$ cat config.mk
export PLATFORM = sky130hd
export DESIGN_NAME = biquad_coeff_regs_flat
export DESIGN_NICKNAME = d
export VERILOG_FILES = /design/src/rtl/biquad_coeff_pkg.sv /design/src/rtl/biquad_coeff_regs_if.sv /design/src/rtl/biquad_coeff_group.sv /design/src/rtl/biquad_coeff_regs.sv /design/src/flat_wrapper.sv
export SDC_FILE = /design/constraint.sdc
export NUM_CORES = 1
export LEC_CHECK = 0
export ABC_AREA = 1
export BUFFER_PORTS_ARGS = -buffer_cell sky130_fd_sc_hd__clkbuf_2
export CAP_MARGIN = 0
export CORE_MARGIN = 2
export CORE_UTILIZATION = 55
export CTS_CLUSTER_DIAMETER = 60
export DETAILED_ROUTE_END_ITERATION = 6
export PLACE_DENSITY = 0.85
export SYNTH_ARGS = -nofsm -noshare
export SYNTH_HDL_FRONTEND = slang
export SYNTH_SLANG_ARGS = --single-unit
$ cat constraint.sdc
create_clock -name wb_clk_i -period 19 [get_ports wb_clk_i]
set_input_delay 0.95 -clock wb_clk_i [delete_from_list [all_inputs] [get_ports wb_clk_i]]
set_output_delay 0.95 -clock wb_clk_i [all_outputs]
set_load 0.005 [all_outputs]
$ cat src/rtl/biquad_coeff_pkg.sv
// Shared constants for the biquad coefficient register block: address map,
// group lengths, coefficient width and pointer sizing.
package biquad_coeff_pkg;

    localparam int COEFF_BITS_DEF = 18;
    typedef logic signed [17:0] coeff_t;

    localparam logic [7:0] ADR_CTRL   = 8'h00;
    localparam logic [7:0] ADR_ZFIR   = 8'h04;
    localparam logic [7:0] ADR_C      = 8'h08;
    localparam logic [7:0] ADR_INCR   = 8'h0C;
    localparam logic [7:0] ADR_F      = 8'h10;
    localparam logic [7:0] ADR_G      = 8'h14;
    localparam logic [7:0] ADR_FCROSS = 8'h18;
    localparam logic [7:0] ADR_GCROSS = 8'h1C;

    localparam int N_GROUPS = 7;
    localparam logic [7:0] GROUP_ADR [N_GROUPS] =
        '{ADR_ZFIR, ADR_C, ADR_INCR, ADR_F, ADR_G, ADR_FCROSS, ADR_GCROSS};

    localparam int N_ZFIR   = 2;
    localparam int N_C      = 4;
    localparam int N_INCR   = 4;
    localparam int N_F      = 3;
    localparam int N_G      = 4;
    localparam int N_FCROSS = 1;
    localparam int N_GCROSS = 1;

    localparam int CTRL_COMMIT_BIT = 0;
    localparam int CTRL_CLEAR_BIT  = 1;

    function automatic int ptr_bits(input int n);
        return (n > 1) ? $clog2(n) : 1;
    endfunction

endpackage

$ cat src/rtl/biquad_coeff_regs_if.sv
// Wishbone responder bus bundle for the biquad coefficient registers.
// The master drives the request side; the slave returns ack and read data.
interface biquad_coeff_regs_if #(parameter int ADR_BITS = 7);
    logic                wb_cyc_i;
    logic                wb_stb_i;
    logic                wb_we_i;
    logic [ADR_BITS-1:0] wb_adr_i;
    logic [31:0]         wb_dat_i;
    logic [3:0]          wb_sel_i;
    logic                wb_ack_o;
    logic [31:0]         wb_dat_o;

    modport master (
        output wb_cyc_i, wb_stb_i, wb_we_i, wb_adr_i, wb_dat_i, wb_sel_i,
        input  wb_ack_o, wb_dat_o
    );
    modport slave (
        input  wb_cyc_i, wb_stb_i, wb_we_i, wb_adr_i, wb_dat_i, wb_sel_i,
        output wb_ack_o, wb_dat_o
    );
endinterface

$ cat src/rtl/biquad_coeff_group.sv
// One coefficient group: write pointer, staging array and active array.
// Writes fill staging in order with wrap; commit copies staging to active in one edge.
module biquad_coeff_group
    import biquad_coeff_pkg::*;
#(
    parameter int NCOEFF = 4,
    parameter int CB     = COEFF_BITS_DEF,
    localparam int PW    = ptr_bits(NCOEFF)
) (
    input  logic               clk,
    input  logic               rst_n,
    input  logic               i_wr,
    input  logic [CB-1:0]      i_wr_dat,
    input  logic               i_clr,
    input  logic               i_commit,
    output logic [NCOEFF*CB-1:0] o_active,
    output logic [CB-1:0]      o_stage_cur,
    output logic [PW-1:0]      o_ptr
);

    logic [CB-1:0] r_stage  [NCOEFF];
    logic [CB-1:0] r_active [NCOEFF];
    logic [PW-1:0] r_ptr;

    // Commit samples staging before this edge's write, so a coincident write stays staged.
    always_ff @(posedge clk) begin
        if (!rst_n) begin
            r_ptr <= '0;
            for (int k = 0; k < NCOEFF; k++) begin
                r_stage[k]  <= '0;
                r_active[k] <= '0;
            end
        end else begin
            if (i_commit) begin
                for (int k = 0; k < NCOEFF; k++) r_active[k] <= r_stage[k];
            end
            if (i_wr) begin
                for (int k = 0; k < NCOEFF; k++) begin
                    if (r_ptr == PW'(k)) r_stage[k] <= i_wr_dat;
                end
                r_ptr <= (r_ptr == PW'(NCOEFF-1)) ? '0 : r_ptr + 1'b1;
            end
            if (i_clr) r_ptr <= '0;
        end
    end

    always_comb begin
        o_active    = '0;
        o_stage_cur = '0;
        for (int k = 0; k < NCOEFF; k++) begin
            o_active[k*CB +: CB] = r_active[k];
            if (r_ptr == PW'(k)) o_stage_cur = r_stage[k];
        end
    end

    assign o_ptr = r_ptr;

endmodule

$ cat src/rtl/biquad_coeff_regs.sv
// Wishbone coefficient register file for biquad8: staged group writes, atomic commit.
// Ack one cycle after request, never stalls; readback gated by BIQUAD_COEFF_READBACK_EN.
module biquad_coeff_regs
    import biquad_coeff_pkg::*;
#(
    parameter int COEFF_BITS = COEFF_BITS_DEF,
    parameter int ADR_BITS   = 7
) (
    input  logic                    wb_clk_i,
    input  logic                    wb_rst_n_i,
    biquad_coeff_regs_if.slave      bus,
    input  logic                    global_update_i,
    output logic [2*COEFF_BITS-1:0] zfir_o,
    output logic [4*COEFF_BITS-1:0] c_o,
    output logic [4*COEFF_BITS-1:0] incr_o,
    output logic [3*COEFF_BITS-1:0] f_o,
    output logic [4*COEFF_BITS-1:0] g_o,
    output logic [COEFF_BITS-1:0]   fcross_o,
    output logic [COEFF_BITS-1:0]   gcross_o,
    output logic                    update_o
);

    logic                       r_ack;
    logic                       r_upd;
    logic [ADR_BITS-3:0]        w_word;
    logic                       w_req, w_wr, w_ctrl_hit, w_commit, w_clr;
    logic [N_GROUPS-1:0]        w_hit;
    logic [COEFF_BITS-1:0]      w_wdat;
    logic [N_GROUPS-1:0][COEFF_BITS-1:0] w_cur;
    logic [ptr_bits(N_ZFIR)-1:0]   w_ptr_zfir;
    logic [ptr_bits(N_C)-1:0]      w_ptr_c;
    logic [ptr_bits(N_INCR)-1:0]   w_ptr_incr;
    logic [ptr_bits(N_F)-1:0]      w_ptr_f;
    logic [ptr_bits(N_G)-1:0]      w_ptr_g;
    logic [ptr_bits(N_FCROSS)-1:0] w_ptr_fc;
    logic [ptr_bits(N_GCROSS)-1:0] w_ptr_gc;
    logic                       w_unused;

    assign w_word     = bus.wb_adr_i[ADR_BITS-1:2];
    assign w_req      = bus.wb_cyc_i & bus.wb_stb_i & ~r_ack;
    assign w_wr       = w_req & bus.wb_we_i;
    assign w_wdat     = bus.wb_dat_i[COEFF_BITS-1:0];
    assign w_ctrl_hit = (w_word == (ADR_BITS-2)'(ADR_CTRL >> 2));
    assign w_commit   = (w_wr & w_ctrl_hit & bus.wb_dat_i[CTRL_COMMIT_BIT]) | global_update_i;
    assign w_clr      = w_wr & w_ctrl_hit & bus.wb_dat_i[CTRL_CLEAR_BIT];

    always_comb begin
        w_hit = '0;
        for (int i = 0; i < N_GROUPS; i++) begin
            w_hit[i] = (w_word == (ADR_BITS-2)'(GROUP_ADR[i] >> 2));
        end
    end

    biquad_coeff_group #(.NCOEFF(N_ZFIR), .CB(COEFF_BITS)) u_zfir (
        .clk(wb_clk_i), .rst_n(wb_rst_n_i), .i_wr(w_wr & w_hit[0]), .i_wr_dat(w_wdat),
        .i_clr(w_clr), .i_commit(w_commit), .o_active(zfir_o), .o_stage_cur(w_cur[0]), .o_ptr(w_ptr_zfir));
    biquad_coeff_group #(.NCOEFF(N_C), .CB(COEFF_BITS)) u_c (
        .clk(wb_clk_i), .rst_n(wb_rst_n_i), .i_wr(w_wr & w_hit[1]), .i_wr_dat(w_wdat),
        .i_clr(w_clr), .i_commit(w_commit), .o_active(c_o), .o_stage_cur(w_cur[1]), .o_ptr(w_ptr_c));
    biquad_coeff_group #(.NCOEFF(N_INCR), .CB(COEFF_BITS)) u_incr (
        .clk(wb_clk_i), .rst_n(wb_rst_n_i), .i_wr(w_wr & w_hit[2]), .i_wr_dat(w_wdat),
        .i_clr(w_clr), .i_commit(w_commit), .o_active(incr_o), .o_stage_cur(w_cur[2]), .o_ptr(w_ptr_incr));
    biquad_coeff_group #(.NCOEFF(N_F), .CB(COEFF_BITS)) u_f (
        .clk(wb_clk_i), .rst_n(wb_rst_n_i), .i_wr(w_wr & w_hit[3]), .i_wr_dat(w_wdat),
        .i_clr(w_clr), .i_commit(w_commit), .o_active(f_o), .o_stage_cur(w_cur[3]), .o_ptr(w_ptr_f));
    biquad_coeff_group #(.NCOEFF(N_G), .CB(COEFF_BITS)) u_g (
        .clk(wb_clk_i), .rst_n(wb_rst_n_i), .i_wr(w_wr & w_hit[4]), .i_wr_dat(w_wdat),
        .i_clr(w_clr), .i_commit(w_commit), .o_active(g_o), .o_stage_cur(w_cur[4]), .o_ptr(w_ptr_g));
    biquad_coeff_group #(.NCOEFF(N_FCROSS), .CB(COEFF_BITS)) u_fcross (
        .clk(wb_clk_i), .rst_n(wb_rst_n_i), .i_wr(w_wr & w_hit[5]), .i_wr_dat(w_wdat),
        .i_clr(w_clr), .i_commit(w_commit), .o_active(fcross_o), .o_stage_cur(w_cur[5]), .o_ptr(w_ptr_fc));
    biquad_coeff_group #(.NCOEFF(N_GCROSS), .CB(COEFF_BITS)) u_gcross (
        .clk(wb_clk_i), .rst_n(wb_rst_n_i), .i_wr(w_wr & w_hit[6]), .i_wr_dat(w_wdat),
        .i_clr(w_clr), .i_commit(w_commit), .o_active(gcross_o), .o_stage_cur(w_cur[6]), .o_ptr(w_ptr_gc));

    // Reset drops any request in flight: no ack is produced for it.
    always_ff @(posedge wb_clk_i) begin
        if (!wb_rst_n_i) begin
            r_ack <= 1'b0;
            r_upd <= 1'b0;
        end else begin
            r_ack <= w_req;
            r_upd <= w_commit;
        end
    end

    assign bus.wb_ack_o = r_ack;
    assign update_o     = r_upd;

`ifdef BIQUAD_COEFF_READBACK_EN
    logic [31:0] w_rdat;
    logic [31:0] r_dat;

    always_comb begin
        w_rdat = '0;
        if (w_ctrl_hit) begin
            w_rdat = {21'b0, w_ptr_gc, w_ptr_fc, w_ptr_g, w_ptr_f, w_ptr_incr, w_ptr_c, w_ptr_zfir};
        end
        for (int i = 0; i < N_GROUPS; i++) begin
            if (w_hit[i]) w_rdat = {{(32-COEFF_BITS){w_cur[i][COEFF_BITS-1]}}, w_cur[i]};
        end
    end

    always_ff @(posedge wb_clk_i) begin
        if (!wb_rst_n_i) begin
            r_dat <= '0;
        end else if (w_req && !bus.wb_we_i) begin
            r_dat <= w_rdat;
        end else begin
            r_dat <= '0;
        end
    end

    assign bus.wb_dat_o = r_dat;
    assign w_unused = &{1'b0, bus.wb_sel_i, bus.wb_adr_i[1:0], bus.wb_dat_i[31:COEFF_BITS]};
`else
    assign bus.wb_dat_o = '0;
    assign w_unused = &{1'b0, bus.wb_sel_i, bus.wb_adr_i[1:0], bus.wb_dat_i[31:COEFF_BITS], w_cur,
                        w_ptr_gc, w_ptr_fc, w_ptr_g, w_ptr_f, w_ptr_incr, w_ptr_c, w_ptr_zfir};
`endif

endmodule

$ cat src/flat_wrapper.sv
// flat-port wrapper written by rule: the top's interface ports become plain ports
module biquad_coeff_regs_flat import biquad_coeff_pkg::*;
#(
    parameter int COEFF_BITS = COEFF_BITS_DEF,
    parameter int ADR_BITS   = 7
)
  (wb_clk_i, wb_rst_n_i, global_update_i, zfir_o, c_o, incr_o, f_o, g_o, fcross_o, gcross_o, update_o, bus_wb_cyc_i, bus_wb_stb_i, bus_wb_we_i, bus_wb_adr_i, bus_wb_dat_i, bus_wb_sel_i, bus_wb_ack_o, bus_wb_dat_o);
  biquad_coeff_regs_if #(.ADR_BITS(ADR_BITS)) bus_i ();
  input  logic wb_clk_i;
  input  logic wb_rst_n_i;
  input  logic global_update_i;
  output logic [2*COEFF_BITS-1:0] zfir_o;
  output logic [4*COEFF_BITS-1:0] c_o;
  output logic [4*COEFF_BITS-1:0] incr_o;
  output logic [3*COEFF_BITS-1:0] f_o;
  output logic [4*COEFF_BITS-1:0] g_o;
  output logic [COEFF_BITS-1:0] fcross_o;
  output logic [COEFF_BITS-1:0] gcross_o;
  output logic update_o;
  input wire logic [$bits(bus_i.wb_cyc_i)-1:0] bus_wb_cyc_i;
  input wire logic [$bits(bus_i.wb_stb_i)-1:0] bus_wb_stb_i;
  input wire logic [$bits(bus_i.wb_we_i)-1:0] bus_wb_we_i;
  input wire logic [$bits(bus_i.wb_adr_i)-1:0] bus_wb_adr_i;
  input wire logic [$bits(bus_i.wb_dat_i)-1:0] bus_wb_dat_i;
  input wire logic [$bits(bus_i.wb_sel_i)-1:0] bus_wb_sel_i;
  output wire logic [$bits(bus_i.wb_ack_o)-1:0] bus_wb_ack_o;
  output wire logic [$bits(bus_i.wb_dat_o)-1:0] bus_wb_dat_o;
  assign bus_i.wb_cyc_i = bus_wb_cyc_i;
  assign bus_i.wb_stb_i = bus_wb_stb_i;
  assign bus_i.wb_we_i = bus_wb_we_i;
  assign bus_i.wb_adr_i = bus_wb_adr_i;
  assign bus_i.wb_dat_i = bus_wb_dat_i;
  assign bus_i.wb_sel_i = bus_wb_sel_i;
  assign bus_wb_ack_o = bus_i.wb_ack_o;
  assign bus_wb_dat_o = bus_i.wb_dat_o;
  biquad_coeff_regs #(.COEFF_BITS(COEFF_BITS), .ADR_BITS(ADR_BITS)) u_core (.wb_clk_i(wb_clk_i), .wb_rst_n_i(wb_rst_n_i), .bus(bus_i), .global_update_i(global_update_i), .zfir_o(zfir_o), .c_o(c_o), .incr_o(incr_o), .f_o(f_o), .g_o(g_o), .fcross_o(fcross_o), .gcross_o(gcross_o), .update_o(update_o));
endmodule
==> results.ini, run 1 <==
[flow_run]
drv_cap=0

[timing]
slew_violations=0
fmax_ghz=0.202
setup_violations=0
slew_headroom_pct=11.6
fin_worst_skew_ns=0.0141
min_period_ns=4.94
rsz0062_at_grt=false
tightest_slew_ns=1.32
tns_ns=0
min_period_over_period_pct=26.0
fin_ws_ns=14.06
hold_violations=0

[layout]
n_antenna_cell=0
nNetsFinal=2392
finalNonFillerCells=3064
final_layout_size_suffix_gt1_share_pct=33.4
areaGrowthSynthToFinish_pct=15.1
fill_cells=3480

[routing]
drt_iter0_drc=1170
wl_per_cell_um=20.5
wl_met1_um=24200
vias=15200
routed.top_layer=met4
wl_met2_um=32400
remaining_drc_errors=3
dr_wl_met3_um=4670
antenna_left=0
wl_um=62900
vias_per_cell=4.98
firstDrtPassIters=7

[synthesis]
synth_compound_area_share_pct=0.255
synthCells=1948
synth_ff_type=edfxtp_1
synth_top_family_by_area=simple AND/OR/NAND/NOR gates
ys_warn_count=0
synth-seq-cells=695
synthSimpleGateAreaFrac_pct=17.6
syn-cell-area_mm2=0.0285
synth_enable_flop_cells=684
syn_area_per_cell_um2=14.6
yosysSeqAreaShare_pct=72.8
synth.area.mux_share_pct=0
synthAdderAreaFrac_pct=0.527
ys_async_sr_fraction_pct=0
ys_types=29
synth-xor-area-share_pct=0

[setup_path]
regToRegEndpoint=u_core.u_incr.r_active[2][10]
ff2ff_path_depth=11
criticalPathCategory=input pin to flip-flop
cp_data_required_time_ns=19.31
critPathLaunch=bus_wb_stb_i
r2r_start=u_core.bus.wb_ack_o
endpoint_kind=flip-flop
crit_arrival_ns=5.25
rrSetupSlack_ns=14.17
critPathCapture=u_core.u_incr.r_active[2][10]
crit_path_max_fanout=66
crit_path_start_kind=input pin

[floorplan]
io_pins=425
core_area_mm2=0.0513
dieArea_mm2=0.0537
start_util_pct=55.6
std_cell_rows=83
die_y_um=232
die_w_um=232

[clock_network]
cts_resized=0
cts_sinks=695
cts_buffers=71
post_cts_buffers=0
htree_levels=3
cts_tree=yes
cts_buffer_depth=3
clk_latency_ns=0.59
ctsHoldBuffers=0
clk_pin_slew_ns=0.06
clock_tree.root_cell=clkbuf_16

[placed_design]
preCtsSetupSlack_ns=13.52
dp.cells=2938
io_buffers=372
hpwl_um=38600
gp_congestion=0.793

[pwr]
peakVddDrop_mv=0.0624
p_per_area_mw_per_mm2=103
p_leak_nw=13.4

[global_route]
gr-total-overflow=0
antenna_found_initial=0
grt_max_degree=93
grt_pass1_vias=15300
gr-usage-all-layers_pct=23.5
grt_pass1_wl_um=92100

[outcome]
status=complete, but fails checks
violations=DRC

[min_path]
min_path_type=flip-flop to flip-flop

worst max-delay path, cell delays in order:
cell and delay, ns:
clkbuf_2 0.11, nand3_1 0.12, nor2_2 0.05, buf_4 0.23, nand3_2 0.16, nand2_2 0.10
nand2_8 0.65, buf_4 0.77, buf_4 0.84, buf_4 0.98, nor2_4 0.03
final cells by class:
| cell class | instances | area [µm²] | area share [%] |
|---|---|---|---|
| multi-input cells | 791 | 5400 | 16.5 |
| well taps | 680 | 851 | 2.59 |
| inverters | 383 | 1440 | 4.38 |
| clock buffers | 87 | 1930 | 5.88 |
| repair buffers | 389 | 1990 | 6.06 |
| flip-flops and latches | 695 | 20800 | 63.3 |
| clock inverters | 39 | 450 | 1.37 |
power by group:
group / internal [mW] / switching, mW / leakage [nW]
sequential: 1.75 / 0.0267 / 7.42
combinational: 0.0496 / 0.137 / 4.81
clock: 0.847 / 0.567 / 1.18
total: 2.65 / 0.731 / 13.4
per-layer routing:
layer	vias up	global-route usage, %
li1	6917	-
met4	0	8.53
met1	7574	29.8
met2	654	40.4
met5	-	0
met3	104	4.54
flip-flops by register name (all words and copies together) (netlist names), 36 cells and up:
name / count
u_core.u_c.r_active: 72
u_core.u_c.r_stage: 72
u_core.u_f.r_active: 54
u_core.u_f.r_stage: 54
u_core.u_g.r_active: 72
u_core.u_g.r_stage: 72
u_core.u_incr.r_active: 72
u_core.u_incr.r_stage: 72
u_core.u_zfir.r_active: 36
u_core.u_zfir.r_stage: 36
through the flow:
stage / instance area (µm²) / total power, mW / hold slack, ns / utilization [%]
after floorplan: 28600 / 1.93 / 0.471 / -
after global placement: 30400 / 1.99 / 0.481 / 59.3
after detailed placement: 30400 / 2.00 / 0.499 / 59.3
after CTS: 32800 / 3.40 / 0.508 / 64.0
after global routing: 32800 / 3.47 / 0.536 / 64.0
final: 32800 / 3.38 / 0.508 / 64.0
kinds of logic after synthesis:
| kind of cell | after synthesis |
|---|---|
| compound gates | 14 |
| fa+ha+maj | 12 |
| buf+inv | 493 |
| flops | 695 |
| other cells | 1 |
| simple gates | 733 |
synthesized netlist by cell type, types with 2 or more instances:
master      n  area, µm²
nand3_1    15       75.1
o21ai_0     4       20.0
nor2_2      6       37.5
inv_1     382       1430
a21oi_1     9       45.0
edfxtp_1  684      20500
buf_12     28        561
buf_8       2       30.0
buf_6       4       45.0
nand4_4     3       63.8
buf_2      12       60.1
buf_1       4       15.0
dfxtp_1    11        220
buf_4      36        270
nand4_2     7       87.6
nor2_1    375       1410
nor2_4    270       3040
nand3_2     2       20.0
nand3_4     4       70.1
nand2_1    46        173
clkbuf_1   24       90.1
ha_1       12        150
nand2_2     2       12.5
worst min path at each step:
stage / from / endpoint / slack [ns] / cells after the start
2_1_floorplan: u_core.u_f.o_ptr[0] / u_core.u_f.o_ptr[0] / 0.47 / 2
3_3_place_gp: u_core.u_f.o_ptr[0] / u_core.u_f.o_ptr[0] / 0.48 / 2
3_5_place_dp: u_core.u_incr.o_ptr[1] / u_core.u_incr.o_ptr[1] / 0.50 / 2
4_1_cts: u_core.u_f.o_ptr[0] / u_core.u_f.o_ptr[0] / 0.51 / 2
5_1_grt: u_core.u_incr.o_ptr[1] / u_core.u_incr.o_ptr[1] / 0.54 / 2
6_report: u_core.u_incr.o_ptr[1] / u_core.u_incr.o_ptr[1] / 0.51 / 2
layout by cell type, fill, tap and decap left out, types with 2 or more instances in the layout:
cell type  count
nand2_1       46
edfxtp_1     684
nand3_2        2
a21oi_1        9
nor2_1       375
o21ai_2        2
nand4_2        7
inv_1        382
clkbuf_8       5
o21ai_0        2
nor2_4       270
bufinv_16      9
nand4_4        3
clkinv_1      11
nand3_1       14
nand3_4        5
inv_6          3
conb_1        32
nand2_2        2
ha_1          12
clkbuf_16     73
nor2_2         6
buf_4         17
clkinv_2      13
clkbuf_1       9
dfxtp_1       11
clkinv_8       2
clkbuf_2     372
Note: power is estimated with default switching activity, not from simulation.
==> run 2: changes to the inputs <==
clock period = 4.71 ns   (was 19 ns; I/O delays follow)
==> run 2 against run 1 <==
The flow still finishes with violations (DRC). Critical path type is now flip-flop to flip-flop. Core utilization decreased by 0.066 points. Non-clock buffer count increased by 8. Sequential power rose to 4.0 times the previous value. Hold slack got worse by 0.38 ns. Critical path depth down 2. Total power increased to 3.9 times the previous value. Die area unchanged. Clock-buffer cell count shrank 1. Clock power rose to 3.8 times the previous value. Largest cell class unchanged. Register-to-register slack worse by 12 ns. Global-route usage up 0.18 points.
==> results.ini, run 2 (synthesis gave the netlist of run 1 again) <==
[outcome]
status=complete, but fails checks
violations=DRC

[routing]
remaining_drc_errors=6  ; +3
vias=15300  ; +0.65%
firstDrtPassIters=7  ; unchanged
antenna_left=0  ; unchanged
drt_iter0_drc=1324  ; +13%
vias_per_cell=4.99  ; +0.35%
wl_um=63300  ; +0.54%
wl_per_cell_um=20.6  ; +0.25%

[layout]
fill_cells=3447  ; -0.95%
seqCellArea_mm2=0.0208  ; unchanged
finalNonFillerCells=3073  ; +0.29%
final_common_cell=edfxtp_1
final_layout_size_suffix_gt1_share_pct=32.9  ; -0.49 points
nNetsFinal=2398  ; +0.25%
stdcell_area_mm2=0.0328  ; -0.10%
post-route-util_pct=63.9  ; -0.066 points
layout_common_cells=684 x edfxtp_1, 382 x inv_1, 375 x nor2_1
multiInputGateArea_mm2=0.00540  ; unchanged
areaGrowthSynthToFinish_pct=15.0

[floorplan]
std_cell_rows=83  ; unchanged
die_w_um=232  ; unchanged
io_pins=425  ; unchanged
start_util_pct=55.6  ; unchanged
core_area_mm2=0.0513  ; unchanged
dieArea_mm2=0.0537  ; unchanged
die_y_um=232  ; unchanged

[timing]
min_period_ns=2.78
fin_worst_skew_ns=0.0218  ; +0.00776 ns
whs_ns=0.129  ; -0.379 ns
fin_ws_ns=1.93  ; -12.13 ns
min_period_over_period_pct=59.1
slew_violations=0  ; unchanged
slew_headroom_pct=3.15  ; -8.5 points
hold_violations=0  ; unchanged
setup_violations=0  ; unchanged
fmax_ghz=0.359
tightest_slew_ns=1.45  ; +0.127 ns
tns_ns=0  ; unchanged
rsz0062_at_grt=false

[pwr]
p_sw_share_pct=22.3  ; +0.65 points
clkPwrFrac_pct=40.1  ; -1.7 points
p_sw_mw=2.95  ; +300%
p_per_area_mw_per_mm2=404  ; +290%
combinationalPowerShare_pct=5.8  ; +0.3 points
totalPowerFinal_mw=13.3  ; +290%
peakVddDrop_mv=0.305  ; +390%
pwr-share-seq_pct=54.1  ; +1.4 points
p_int_mw=10.3  ; +290%
p_leak_nw=13.4  ; -0.31%

[clock_network]
ctsHoldBuffers=3  ; +3
post_cts_buffers=0  ; unchanged
cts_sinks=695  ; unchanged
htree_levels=3  ; unchanged
cts_buffers=69  ; -2.8%
clk_latency_ns=0.60  ; about the same
cts_resized=0  ; unchanged
clk_pin_slew_ns=0.06  ; about the same
cts_tree=yes
cts_buffer_depth=3  ; unchanged
clock_tree.root_cell=clkbuf_16

[placed_design]
dp.cells=2943  ; +0.17%
preCtsSetupSlack_ns=1.95  ; -11.57 ns
place_area_mm2=0.0306  ; +0.49%
gp_congestion=0.780  ; -1.7%
hpwl_um=38900  ; +0.72%
io_buffers=372  ; unchanged

[global_route]
grt_pass1_vias=15500  ; +0.76%
grt_pass1_wl_um=92500  ; +0.45%
grt_max_degree=89  ; -4.3%
gr-total-overflow=0  ; unchanged
antenna_found_initial=0  ; unchanged
gr-usage-all-layers_pct=23.7  ; +0.18 points

[setup_path]
crit_arrival_ns=3.23  ; -2.02 ns
crit_path_start_kind=flip-flop
crit_path_max_fanout=88  ; +33%
endpoint_kind=flip-flop
cp_data_required_time_ns=5.15  ; -14.16 ns
criticalPathCategory=flip-flop to flip-flop

[min_path]
min_path_type=input pin to flip-flop

[flow_run]
drv_cap=0  ; unchanged

[run 2: changes by cell type in the layout (fill, tap and decap cells not counted), moves of 4 or more]
cell	delta
buf_12	+9
clkinv_1	+9
bufinv_16	-5
clkbuf_1	+5
clkbuf_8	-5
buf_4	-4
clkinv_2	-4
[run 2: layer usage]
layer / up-vias / track usage, % / share of wire [%]
met2: 699 / 40.7 / 51
met3: 105 / 4.23 / 7.5
li1: 6951 / - / -
met5: - / 0 / 0
met1: 7593 / 30.1 / 38
met4: 0 / 8.91 / 2.9
[run 2: final timing paths]
kind              slack, ns              startpoint  depth (start not counted)                         end
hold / removal         0.13         bus_wb_adr_i[6]                          4      u_core.u_incr.o_ptr[1]
hold reg to reg        0.51  u_core.u_incr.o_ptr[1]                          2      u_core.u_incr.o_ptr[1]
setup reg to reg       1.93     u_core.bus.wb_ack_o                          9  u_core.u_f.r_active[0][21]
setup / recovery       1.93     u_core.bus.wb_ack_o                          9  u_core.u_f.r_active[0][21]
[run 2: cell type report]
type,instances,area share [%]
Antenna cell,1,0.00763
Timing Repair Buffer,397,6.62
Clock buffer,86,5.66
Tap cell,680,2.60
Sequential cell,695,63.3
Inverter,383,4.39
Multi-Input combinational cell,791,16.5
Clock inverter,40,0.943
[run 2: worst max-delay path, cell delays in order (launching register included)]
cell and delay (ns):
dfxtp_1 0.32, inv_1 0.09, nand3_1 0.11, nor2_2 0.11
buf_4 0.32, nand3_2 0.18, nand2_2 0.14, nand2_8 0.56
buf_12 0.52, nor2_4 0.15
[run 2: power groups by stage]
stage	clock, mW	sequential, mW	combinational (mW)
after floorplan	0	7.30	0.446
after global placement	0	7.29	0.748
after detailed placement	0	7.31	0.770
after CTS	5.37	7.18	0.780
after global routing	5.61	7.20	0.824
final	5.31	7.18	0.768
